<file path="src/rtl/vga_timing_gen_if.sv">
// Pixel-scan bundle from the timing generator to renderers/muxes.
// Latency: n/a (wires only).  Backpressure: none, the scan is free-running.
interface vga_timing_gen_if;
    logic        hs;
    logic        vs;
    logic        blank;
    logic [9:0]  DrawX;
    logic [9:0]  DrawY;
    logic        sof;
    logic        eol;
    logic [15:0] frame_count;

    modport master (
        output hs, vs, blank, DrawX, DrawY, sof, eol, frame_count
    );

    modport slave (
        input  hs, vs, blank, DrawX, DrawY, sof, eol, frame_count
    );
endinterface

</file>
<file path="src/rtl/vga_timing_gen.sv">
// Free-running raster scan source (default 640x480@60, 800x525 total); optional VGA_TIMING_FRAME_COUNT_EN.
// Latency: outputs are registered decodes, one clock behind the hc/vc counters.
// Backpressure: none; the scan never stalls.
module vga_timing_gen #(
    parameter int H_VISIBLE = 640,
    parameter int H_FRONT   = 16,
    parameter int H_SYNC    = 96,
    parameter int H_BACK    = 48,
    parameter int V_VISIBLE = 480,
    parameter int V_FRONT   = 10,
    parameter int V_SYNC    = 2,
    parameter int V_BACK    = 33
) (
    input  logic              vga_clk,
    input  logic              reset_n,
    vga_timing_gen_if.master  vga
);

    localparam int H_TOTAL = H_VISIBLE + H_FRONT + H_SYNC + H_BACK;
    localparam int V_TOTAL = V_VISIBLE + V_FRONT + V_SYNC + V_BACK;

    // 11-bit thresholds so a sync end equal to 1024 still compares correctly
    localparam logic [10:0] H_VIS_END = 11'(H_VISIBLE);
    localparam logic [10:0] HS_START  = 11'(H_VISIBLE + H_FRONT);
    localparam logic [10:0] HS_END    = 11'(H_VISIBLE + H_FRONT + H_SYNC);
    localparam logic [10:0] V_VIS_END = 11'(V_VISIBLE);
    localparam logic [10:0] VS_START  = 11'(V_VISIBLE + V_FRONT);
    localparam logic [10:0] VS_END    = 11'(V_VISIBLE + V_FRONT + V_SYNC);
    localparam logic [9:0]  H_LAST    = 10'(H_TOTAL - 1);
    localparam logic [9:0]  V_LAST    = 10'(V_TOTAL - 1);

    logic [9:0]  hc;
    logic [9:0]  vc;
    logic [10:0] hc_x;
    logic [10:0] vc_x;
    logic        line_end;
    logic        frame_end;

    assign hc_x      = {1'b0, hc};
    assign vc_x      = {1'b0, vc};
    assign line_end  = (hc == H_LAST);
    assign frame_end = line_end && (vc == V_LAST);

    always_ff @(posedge vga_clk or negedge reset_n) begin
        if (!reset_n) begin
            hc <= 10'd0;
            vc <= 10'd0;
        end else if (line_end) begin
            hc <= 10'd0;
            vc <= (vc == V_LAST) ? 10'd0 : vc + 10'd1;
        end else begin
            hc <= hc + 10'd1;
        end
    end

    logic hs_d;
    logic vs_d;
    logic blank_d;
    logic sof_d;

    always_comb begin
        hs_d    = !((hc_x >= HS_START) && (hc_x < HS_END));
        vs_d    = !((vc_x >= VS_START) && (vc_x < VS_END));
        blank_d = (hc_x < H_VIS_END) && (vc_x < V_VIS_END);
        sof_d   = (hc == 10'd0) && (vc == 10'd0);
    end

    // DrawX/DrawY register alongside the decodes so every output describes one pixel
    always_ff @(posedge vga_clk or negedge reset_n) begin
        if (!reset_n) begin
            vga.hs    <= 1'b1;
            vga.vs    <= 1'b1;
            vga.blank <= 1'b0;
            vga.DrawX <= 10'd0;
            vga.DrawY <= 10'd0;
            vga.sof   <= 1'b0;
            vga.eol   <= 1'b0;
        end else begin
            vga.hs    <= hs_d;
            vga.vs    <= vs_d;
            vga.blank <= blank_d;
            vga.DrawX <= hc;
            vga.DrawY <= vc;
            vga.sof   <= sof_d;
            vga.eol   <= line_end;
        end
    end

`ifdef VGA_TIMING_FRAME_COUNT_EN
    // Wrap flag is delayed one clock so the count steps together with sof, not eol
    logic        wrap_q;
    logic [15:0] frame_cnt_q;

    always_ff @(posedge vga_clk or negedge reset_n) begin
        if (!reset_n) begin
            wrap_q      <= 1'b0;
            frame_cnt_q <= 16'h0000;
        end else begin
            wrap_q      <= frame_end;
            frame_cnt_q <= frame_cnt_q + {15'd0, wrap_q};
        end
    end

    assign vga.frame_count = frame_cnt_q;
`else
    logic unused_frame_end;
    assign unused_frame_end = frame_end;
    assign vga.frame_count  = 16'h0000;
`endif

endmodule
</file>
<file path="src/flat_wrapper.sv">
// flat-port wrapper written by rule: the top's interface ports become plain ports
module vga_timing_gen_flat 
#(
    parameter int H_VISIBLE = 640,
    parameter int H_FRONT   = 16,
    parameter int H_SYNC    = 96,
    parameter int H_BACK    = 48,
    parameter int V_VISIBLE = 480,
    parameter int V_FRONT   = 10,
    parameter int V_SYNC    = 2,
    parameter int V_BACK    = 33
)
  (vga_clk, reset_n, vga_hs, vga_vs, vga_blank, vga_DrawX, vga_DrawY, vga_sof, vga_eol, vga_frame_count);
  vga_timing_gen_if vga_i ();
  input  logic vga_clk;
  input  logic reset_n;
  output wire logic [$bits(vga_i.hs)-1:0] vga_hs;
  output wire logic [$bits(vga_i.vs)-1:0] vga_vs;
  output wire logic [$bits(vga_i.blank)-1:0] vga_blank;
  output wire logic [$bits(vga_i.DrawX)-1:0] vga_DrawX;
  output wire logic [$bits(vga_i.DrawY)-1:0] vga_DrawY;
  output wire logic [$bits(vga_i.sof)-1:0] vga_sof;
  output wire logic [$bits(vga_i.eol)-1:0] vga_eol;
  output wire logic [$bits(vga_i.frame_count)-1:0] vga_frame_count;
  assign vga_hs = vga_i.hs;
  assign vga_vs = vga_i.vs;
  assign vga_blank = vga_i.blank;
  assign vga_DrawX = vga_i.DrawX;
  assign vga_DrawY = vga_i.DrawY;
  assign vga_sof = vga_i.sof;
  assign vga_eol = vga_i.eol;
  assign vga_frame_count = vga_i.frame_count;
  vga_timing_gen #(.H_VISIBLE(H_VISIBLE), .H_FRONT(H_FRONT), .H_SYNC(H_SYNC), .H_BACK(H_BACK), .V_VISIBLE(V_VISIBLE), .V_FRONT(V_FRONT), .V_SYNC(V_SYNC), .V_BACK(V_BACK)) u_core (.vga_clk(vga_clk), .reset_n(reset_n), .vga(vga_i));
endmodule
</file>
<file path="config.mk">
export PLATFORM = sky130hd
export DESIGN_NAME = vga_timing_gen_flat
export DESIGN_NICKNAME = d
export VERILOG_FILES = /design/src/rtl/vga_timing_gen_if.sv /design/src/rtl/vga_timing_gen.sv /design/src/flat_wrapper.sv
export SDC_FILE = /design/constraint.sdc
export NUM_CORES = 1
export LEC_CHECK = 0
export BUFFER_PORTS_ARGS = -buffer_cell sky130_fd_sc_hd__clkbuf_2
export CAP_MARGIN = 25
export CORE_AREA = 3 3 66 68
export CTS_BUF_LIST = sky130_fd_sc_hd__clkbuf_2 sky130_fd_sc_hd__clkbuf_4 sky130_fd_sc_hd__clkbuf_8
export DETAILED_ROUTE_END_ITERATION = 12
export DIE_AREA = 0 0 69 71
export PLACE_DENSITY = 0.76
export SLEW_MARGIN = 25
export SYNTH_ARGS = -nofsm -noshare
export SYNTH_HDL_FRONTEND = slang
export SYNTH_SLANG_ARGS = --single-unit
</file>
<file path="constraint.sdc">
create_clock -name vga_clk -period 1.7 [get_ports vga_clk]
set_input_delay 0.425 -clock vga_clk [delete_from_list [all_inputs] [get_ports vga_clk]]
set_output_delay 0.425 -clock vga_clk [all_outputs]
set_load 0.005 [all_outputs]
</file>
==> results of run 1 <==
==> path summary, 6_finish.rpt <==
kind | startpoint | slack (ns) | to | depth (start not counted)
worst max-delay path | u_core.vc[1]$_DFFE_PN0P_ | 0.09 | u_core.vc[4]$_DFFE_PN0P_ | 6
worst min-delay path | reset_n | 0.1 | u_core.vc[4]$_DFFE_PN0P_ | 2
worst max register to register | u_core.vc[1]$_DFFE_PN0P_ | 0.09 | u_core.vc[4]$_DFFE_PN0P_ | 6
worst min register to register | u_core.vc[0]$_DFFE_PN0P_ | 0.44 | u_core.vga.DrawY[0]$_DFF_PN0_ | 0
max in group asynchronous | reset_n | 1.33 | u_core.vga.hs$_DFF_PN1_ | 2
min in group vga_clk | u_core.vc[0]$_DFFE_PN0P_ | 0.44 | u_core.vga.DrawY[0]$_DFF_PN0_ | 0
==> critical path, cell delays in order (launching register included) <==
cell and delay (ns):
sky130_fd_sc_hd__dfrtp_1 0.43, sky130_fd_sc_hd__inv_1 0.10, sky130_fd_sc_hd__ha_1 0.18, sky130_fd_sc_hd__nor2b_1 0.13, sky130_fd_sc_hd__and3_2 0.22, sky130_fd_sc_hd__or4_1 0.41, sky130_fd_sc_hd__nand2_1 0.08
==> power by group <==
part	switching, mW	leakage, nW	internal [mW]
sequential	0	0.591	1.07
clock	0.328	0.0445	0.295
combinational	0.0279	0.498	0.00564
total	0.356	1.13	1.37
==> synthesized netlist by cell type, drive strengths merged (2+ instances only) <==
cell type | number | area [µm²]
dfrtp | 43 | 1080
buf | 21 | 160
nor2 | 13 | 48.8
nand2 | 9 | 33.8
nand3 | 9 | 45.0
nor3 | 8 | 45.0
and3 | 7 | 45.1
nand4 | 7 | 58.8
inv | 5 | 18.8
xnor2 | 5 | 43.8
ha | 4 | 50.1
mux2 | 4 | 45.0
o21ai | 4 | 20.0
xor2 | 3 | 26.3
a22o | 2 | 18.8
and2 | 2 | 13.8
dfstp | 2 | 52.6
nor2b | 2 | 12.5
o21a | 2 | 15.0
==> layer usage <==
metal | track usage | vias up
li1 | - | 602
met1 | 0.173 | 609
met2 | 0.213 | 42
met3 | 0.0455 | 8
met4 | 0.0868 | 0
met5 | 0 | -
==> cell families after synthesis <==
logic type	Yosys count	share of synthesized area
other	1	0.00196
adders and majority gates	4	0.0261
xor gates and xnor gates	8	0.0366
muxes	5	0.0287
AOI/OAI and AO/OA	11	0.0379
buffers and inverters	27	0.101
and+or+nand+nor	62	0.180
DFF	45	0.589
==> final cells by class <==
| cell class | instances | area (µm²) | share of cell area |
|---|---|---|---|
| multi-input cells | 106 | 659 | 0.299 |
| well taps | 50 | 62.6 | 0.0283 |
| repair buffers | 41 | 255 | 0.116 |
| flip-flops and latches | 45 | 1130 | 0.512 |
| clock inverters | 1 | 5.00 | 0.00227 |
| inverters | 5 | 18.8 | 0.00850 |
| clock buffers | 6 | 76.3 | 0.0346 |
==> state kept, by name, indices dropped and copies added (netlist names) <==
name and count:
u_core.hc 10, u_core.vc 10, u_core.vga.DrawX 10, u_core.vga.DrawY 10, u_core.vga.blank 1, u_core.vga.eol 1
u_core.vga.hs 1, u_core.vga.sof 1, u_core.vga.vs 1
==> qor_table.md, run 1 <==
| Parameter | Reported | Unit |
|---|---|---|
| Outcome | finished, final reports clean | - |
| Total count of hold-check failures in the final report | 0 | - |
| Clock Path Buffers | 2 | - |
| Overall routed net length | 3.08 | mm |
| Wire length of the first global-routing pass | 5.42 | mm |
| Synthesis Warnings | 0 | - |
| Endpoint kind of the worst setup timing path | register | - |
| Ys async rst share | 1.00 | - |
| Number of register bits inferred by synthesis | 45 | - |
| Post-detailed-placement half-perimeter wirelength | 2.23 | mm |
| Tightest Hold Check Type | in -> async | - |
| Clock skew after layout | 0.0103 | ns |
| Clock transition at the registers of the reported paths | 0.08 | ns |
| Number of buffers added on ports | 26 | - |
| Instance area after placement | 0.00212 | mm² |
| Utilization after layout | 0.564 | - |
| Largest net degree at the start of global routing | 46 | - |
| Post-route cell area | 0.00221 | mm² |
| Diode count | 0 | - |
| Number of design rule violations left after detail routing | 0 | - |
| Met3 Routed Length | 192 | µm |
| Height of the die | 71 | µm |
| Finish-stage setup viols | 0 | - |
| Area growth, synth to finish | 15.1 | % |
| Core ar. | 0.00391 | mm² |
| Number of antenna violations at the first check in global routing | 0 | - |
| Final setup TNS | 0 | ns |
| Share of the clock period used by the worst path after layout | 0.946 | - |
| Worst Hold Margin | 0.0970 | ns |
| Total vias in the final route | 1,261 | - |
| RSZ-0062 raised after global routing | no | - |
| Pre-antenna DRT Iters | 4 | - |
| DR WL/cell | 12.1 | µm |
| Number of buffers created by CTS | 5 | - |
| Number of clock sinks | 45 | - |
| Starting density of the core | 0.490 | - |
| Pwr dens | 782 | mW/mm² |
| Fill cells | 328 | - |
| Average cell area after synthesis | 11.8 | µm² |
| Total global-route track usage | 0.140 | - |
| Main synth FF type | sky130_fd_sc_hd__dfrtp_1 | - |
| Count of H-tree levels built during CTS | 2 | - |
| Count of different cell masters after synthesis | 39 | - |
| Critical path startpoint category | register | - |
| Placer Congestion | 0.810 | - |
| MaxCap Viol Count | 0 | - |
| Clock tree root buffer cell | sky130_fd_sc_hd__clkbuf_8 | - |
| Total grt overflow | 0 | - |
| CTS tree | done | - |
| Pre-CTS WS | 0.0529 | ns |
| Cell total after placement | 247 | - |
| Cell area after technology mapping | 0.00192 | mm² |
| Class of the most critical setup path | reg -> reg | - |
| Largest fanout of any net on the critical path | 7 | - |
| Number of cells produced by synthesis | 163 | - |
| Detailed route wirelength on metal2 | 1.41 | mm |
| Met1 Wirelength | 1.40 | mm |
| Post-layout net count | 210 | - |
| Leading cell type in the layout, fill and taps excluded | sky130_fd_sc_hd__dfrtp_1 | - |
| Number of global-route vias before repair | 1,193 | - |
| Post-DRT Antenna Nets | 0 | - |
| Number of DRC violations after detailed-routing iteration 0 | 70 | - |
| Final-report max-slew violation count | 0 | - |
| Required time reported for the critical path endpoint | 1.94 | ns |
| Share of synthesized area occupied by flip-flops and latches | 0.589 | - |
| Buffers inserted during post-CTS setup optimization | 0 | - |
| Width of the die | 69 | µm |
| Static leakage | 1.13 | nW |
| Crit path arrival time | 1.85 | ns |
| Number of enable flip-flop cells after synthesis | 0 | - |
| Maximum VDD drop | 0.000295 | V |
| Clock latency at the later pin of the worst-skew pair | 0.30 | ns |
| Maximum clock frequency | 622 | MHz |
| Final cell count without fillers | 254 | - |
| Number of gates given a new drive strength after cts | 0 | - |
| Total Die Area | 0.00490 | mm² |
| Total Power | 1.73 | mW |
| DR top layer | met4 | - |
| Final worst path period need | 1.61 | ns |
| Final Worst Setup Slack | 0.0919 | ns |
| Most used cells in the layout excluding fill and tap cells | sky130_fd_sc_hd__dfrtp_1, sky130_fd_sc_hd__clkbuf_2, sky130_fd_sc_hd__conb_1 | - |
| Per-cell via count in the routed design | 4.96 | - |
| Row Count | 23 | - |
| Count of pins on the block boundary | 43 | - |
| Share of final-layout standard cells stronger than drive strength 1 | 0.314 | - |
| Number of hold buffers added after CTS | 0 | - |
Power figures use the tool's default switching activity.
==> inputs of run 2 (changes only) <==
--- a/config.mk
+++ b/config.mk
@@ -7,12 +7,11 @@
 export LEC_CHECK = 0
 export BUFFER_PORTS_ARGS = -buffer_cell sky130_fd_sc_hd__clkbuf_2
 export CAP_MARGIN = 25
-export CORE_AREA = 3 3 66 68
+export CORE_AREA = 3 3 61 63
 export CTS_BUF_LIST = sky130_fd_sc_hd__clkbuf_2 sky130_fd_sc_hd__clkbuf_4 sky130_fd_sc_hd__clkbuf_8
 export DETAILED_ROUTE_END_ITERATION = 12
-export DIE_AREA = 0 0 69 71
-export PLACE_DENSITY = 0.76
-export SLEW_MARGIN = 25
+export DIE_AREA = 0 0 64 66
+export PLACE_DENSITY = 0.85
 export SYNTH_ARGS = -nofsm -noshare
 export SYNTH_HDL_FRONTEND = slang
 export SYNTH_SLANG_ARGS = --single-unit
==> constraint.sdc (replaced) <==
create_clock -name vga_clk -period 1.9 [get_ports vga_clk]
set_input_delay 0.475 -clock vga_clk [delete_from_list [all_inputs] [get_ports vga_clk]]
set_output_delay 0.475 -clock vga_clk [all_outputs]
set_load 0.005 [all_outputs]
==> run 2 against run 1 <==
Largest cell class unchanged. Critical endpoint unchanged. Via count grew 2.0%. Global-route usage grew 2.8 points. Highest routed layer unchanged. Register-to-register slack gained 0.07 ns. Combinational power shrank 14%. Non-clock buffer count shrank 4. Sequential power shrank 10%.
==> qor_table.md, run 2 (synthesis results as in run 1) <==
| Parameter | Reported | Unit | Change |
|---|---|---|---|
| Post-detailed-placement half-perimeter wirelength | 2.29 | mm | +3.0% |
| Critical path startpoint category | register | - |  |
| DR WL/cell | 13.0 | µm | +7.2% |
| Total area of sequential cells | 0.00113 | mm² | -0.11% |
| Overall routed net length | 3.21 | mm | +4.2% |
| Clock Path Buffers | 2 | - | unchanged |
| Total vias in the final route | 1,286 | - | +2.0% |
| Clock tree root buffer cell | sky130_fd_sc_hd__clkbuf_4 | - |  |
| Instance area after placement | 0.00205 | mm² | -3.0% |
| Clock transition at the registers of the reported paths | 0.12 | ns | +0.04 ns |
| Worst r2r path cells | 5 | - | -1 |
| Endpoint kind of the worst setup timing path | register | - |  |
| Number of antenna violations at the first check in global routing | 0 | - | unchanged |
| Outcome | finished, final reports clean | - |  |
| Diode count | 0 | - | unchanged |
| Static leakage | 1.11 | nW | -2.1% |
| Clock skew after layout | 0.00579 | ns | -0.00448 ns |
| Number of gates on the worst path with buffers counted | 5 | - | -1 |
| Share of final-layout standard cells stronger than drive strength 1 | 0.289 | - | -0.0252 |
| Starting density of the core | 0.584 | - | +0.0938 |
| Number of design rule violations left after detail routing | 0 | - | unchanged |
| Number of DRC violations after detailed-routing iteration 0 | 72 | - | +2.9% |
| Post-layout net count | 206 | - | -1.9% |
| Wire length of the first global-routing pass | 5.31 | mm | -2.0% |
| CP Launch Point | u_core.hc[1]$_DFF_PN0_ | - |  |
| Met2 track utilization from global routing | 0.259 | - | +0.0464 |
| Number of clock sinks | 45 | - | unchanged |
| RSZ-0062 raised after global routing | no | - |  |
| MaxCap Viol Count | 0 | - | unchanged |
| Area growth, synth to finish | 12.9 | % |  |
| Cell Chain, Critical Path | ha_1 -> and4_4 -> nand4_4 -> or4_1 -> nand2_1 | - |  |
| Width of the die | 64 | µm | -7.2% |
| Number of buffers added on ports | 26 | - | unchanged |
| GRT Max-Usage Layer | met2 | - |  |
| Global-route track usage on met1 | 0.202 | - | +0.0293 |
| Pwr dens | 738 | mW/mm² | -5.6% |
| Post-DRT Antenna Nets | 0 | - | unchanged |
| Reg-to-reg endpoint | u_core.vc[4]$_DFFE_PN0P_ | - |  |
| Crit path arrival time | 2.05 | ns | +0.20 ns |
| Total count of hold-check failures in the final report | 0 | - | unchanged |
| Required time reported for the critical path endpoint | 2.21 | ns | +0.27 ns |
| Maximum clock frequency | 574 | MHz | -7.6% |
| Core ar. | 0.00328 | mm² | -16% |
| Placer Congestion | 0.806 | - | -0.46% |
| Total global-route track usage | 0.168 | - | +0.0283 |
| Pre-antenna DRT Iters | 4 | - | unchanged |
| Clock latency at the later pin of the worst-skew pair | 0.36 | ns | +0.06 ns |
| Final-report max-slew violation count | 0 | - | unchanged |
| Final worst path period need | 1.74 | ns | +0.133 ns |
| Count of H-tree levels built during CTS | 2 | - | unchanged |
| Most used cells in the layout excluding fill and tap cells | sky130_fd_sc_hd__dfrtp_1, sky130_fd_sc_hd__clkbuf_2, sky130_fd_sc_hd__conb_1 | - |  |
| Total grt overflow | 0 | - | unchanged |
| Tightest Hold Check Type | in -> async | - |  |
| Post-route cell area | 0.00216 | mm² | -2.0% |
| Fill cells | 243 | - | -26% |
| Worst reg2reg path startpoint | u_core.hc[1]$_DFF_PN0_ | - |  |
| Number of buffers created by CTS | 5 | - | unchanged |
| Height of the die | 66 | µm | -7.0% |
| Count of pins on the block boundary | 43 | - | unchanged |
| Final setup TNS | 0 | ns | unchanged |
| Buffering stage count on the worst path with inverters included | 0 | - | -1 |
| CP max stage delay | 0.55 | ns | +0.12 ns |
| Finish-stage setup viols | 0 | - | unchanged |
| Largest fanout of any net on the critical path | 8 | - | +1 |
| Area of combinational cells with multiple inputs | 652 | µm² | -1.1% |
| GR Util met3 | 0.0629 | - | +0.0175 |
| Maximum VDD drop | 0.000631 | V | +110% |
| Cell family contributing the most delay on the critical path | simple AND/OR/NAND/NOR gates | - |  |
| R2r setup slk | 0.16 | ns | +0.07 ns |
| Row Count | 21 | - | -8.7% |
| Slowest cell on crit path | sky130_fd_sc_hd__or4_1 | - |  |
| Class of the most critical setup path | reg -> reg | - |  |
| Leading cell type in the layout, fill and taps excluded | sky130_fd_sc_hd__dfrtp_1 | - |  |
| Per-cell via count in the routed design | 5.21 | - | +4.9% |
| Largest net degree at the start of global routing | 25 | - | -46% |
| CTS tree | done | - |  |
| Total Die Area | 0.00422 | mm² | -14% |
| Number of global-route vias before repair | 1,129 | - | -5.4% |
| Share of the clock period used by the worst path after layout | 0.916 | - | -0.0298 |
run 2: cell count changes in the layout (fill, tap and decap cells not counted), sizes merged:
cell / before / now
clkinv: 1 / 0
bufinv: 0 / 1
buf: 15 / 11
clkbuf: 32 / 33
run 2: per-stage QoR:
step / util / power [mW] / setup slack [ns] / cells / hold WS (ns)
6_report: 0.659 / 1.60 / 0.159 / 247 / 0.0799
5_1_grt: 0.659 / 1.67 / 0.0186 / 247 / 0.0854
4_1_cts: 0.653 / 1.62 / 0.0567 / 245 / 0.0800
3_5_place_dp: 0.626 / 1.01 / 0.0674 / 237 / 0.447
3_3_place_gp: 0.626 / 1.00 / 0.178 / 237 / 0.422
2_1_floorplan: - / 1.01 / 0.283 / 178 / 0.179
run 2: timing repair:
action,CTS,global route
gates resized for setup,0,2
buffers inserted,0,2
hold buffers,0,0
endpoints found under the setup margin,0,3
run 2: cell type report:
class / instances / area share
clock inverter: 1 / 0.0139
inverter: 5 / 0.0110
timing repair buffer: 37 / 0.0983
sequential: 45 / 0.522
clock buffer: 7 / 0.0272
tap: 46 / 0.0266
multi-input combinational: 106 / 0.301
run 2: worst max-delay path by stage:
stage,end,slack (ns)
2_1_floorplan,u_core.vc[4]$_DFFE_PN0P_,0.28
3_3_place_gp,u_core.vc[7]$_DFFE_PN0P_,0.18
3_5_place_dp,u_core.vc[8]$_DFFE_PN0P_,0.07
4_1_cts,u_core.vc[8]$_DFFE_PN0P_,0.06
5_1_grt,u_core.vc[7]$_DFFE_PN0P_,0.02
6_report,u_core.vc[4]$_DFFE_PN0P_,0.16
run 2: routing by layer:
layer / vias to the layer above / routed length [µm] / share of wire
met4: 0 / 102 / 0.032
met3: 9 / 268 / 0.083
met5: - / 0 / 0
li1: 591 / - / -
met1: 624 / 1320 / 0.41
met2: 62 / 1530 / 0.47
run 2: power breakdown:
part	leakage (nW)	switching [mW]	internal, mW
Sequential	0.593	0	0.958
Combinational	0.469	0.0254	0.00350
Clock	0.0489	0.282	0.328
Total	1.11	0.307	1.29
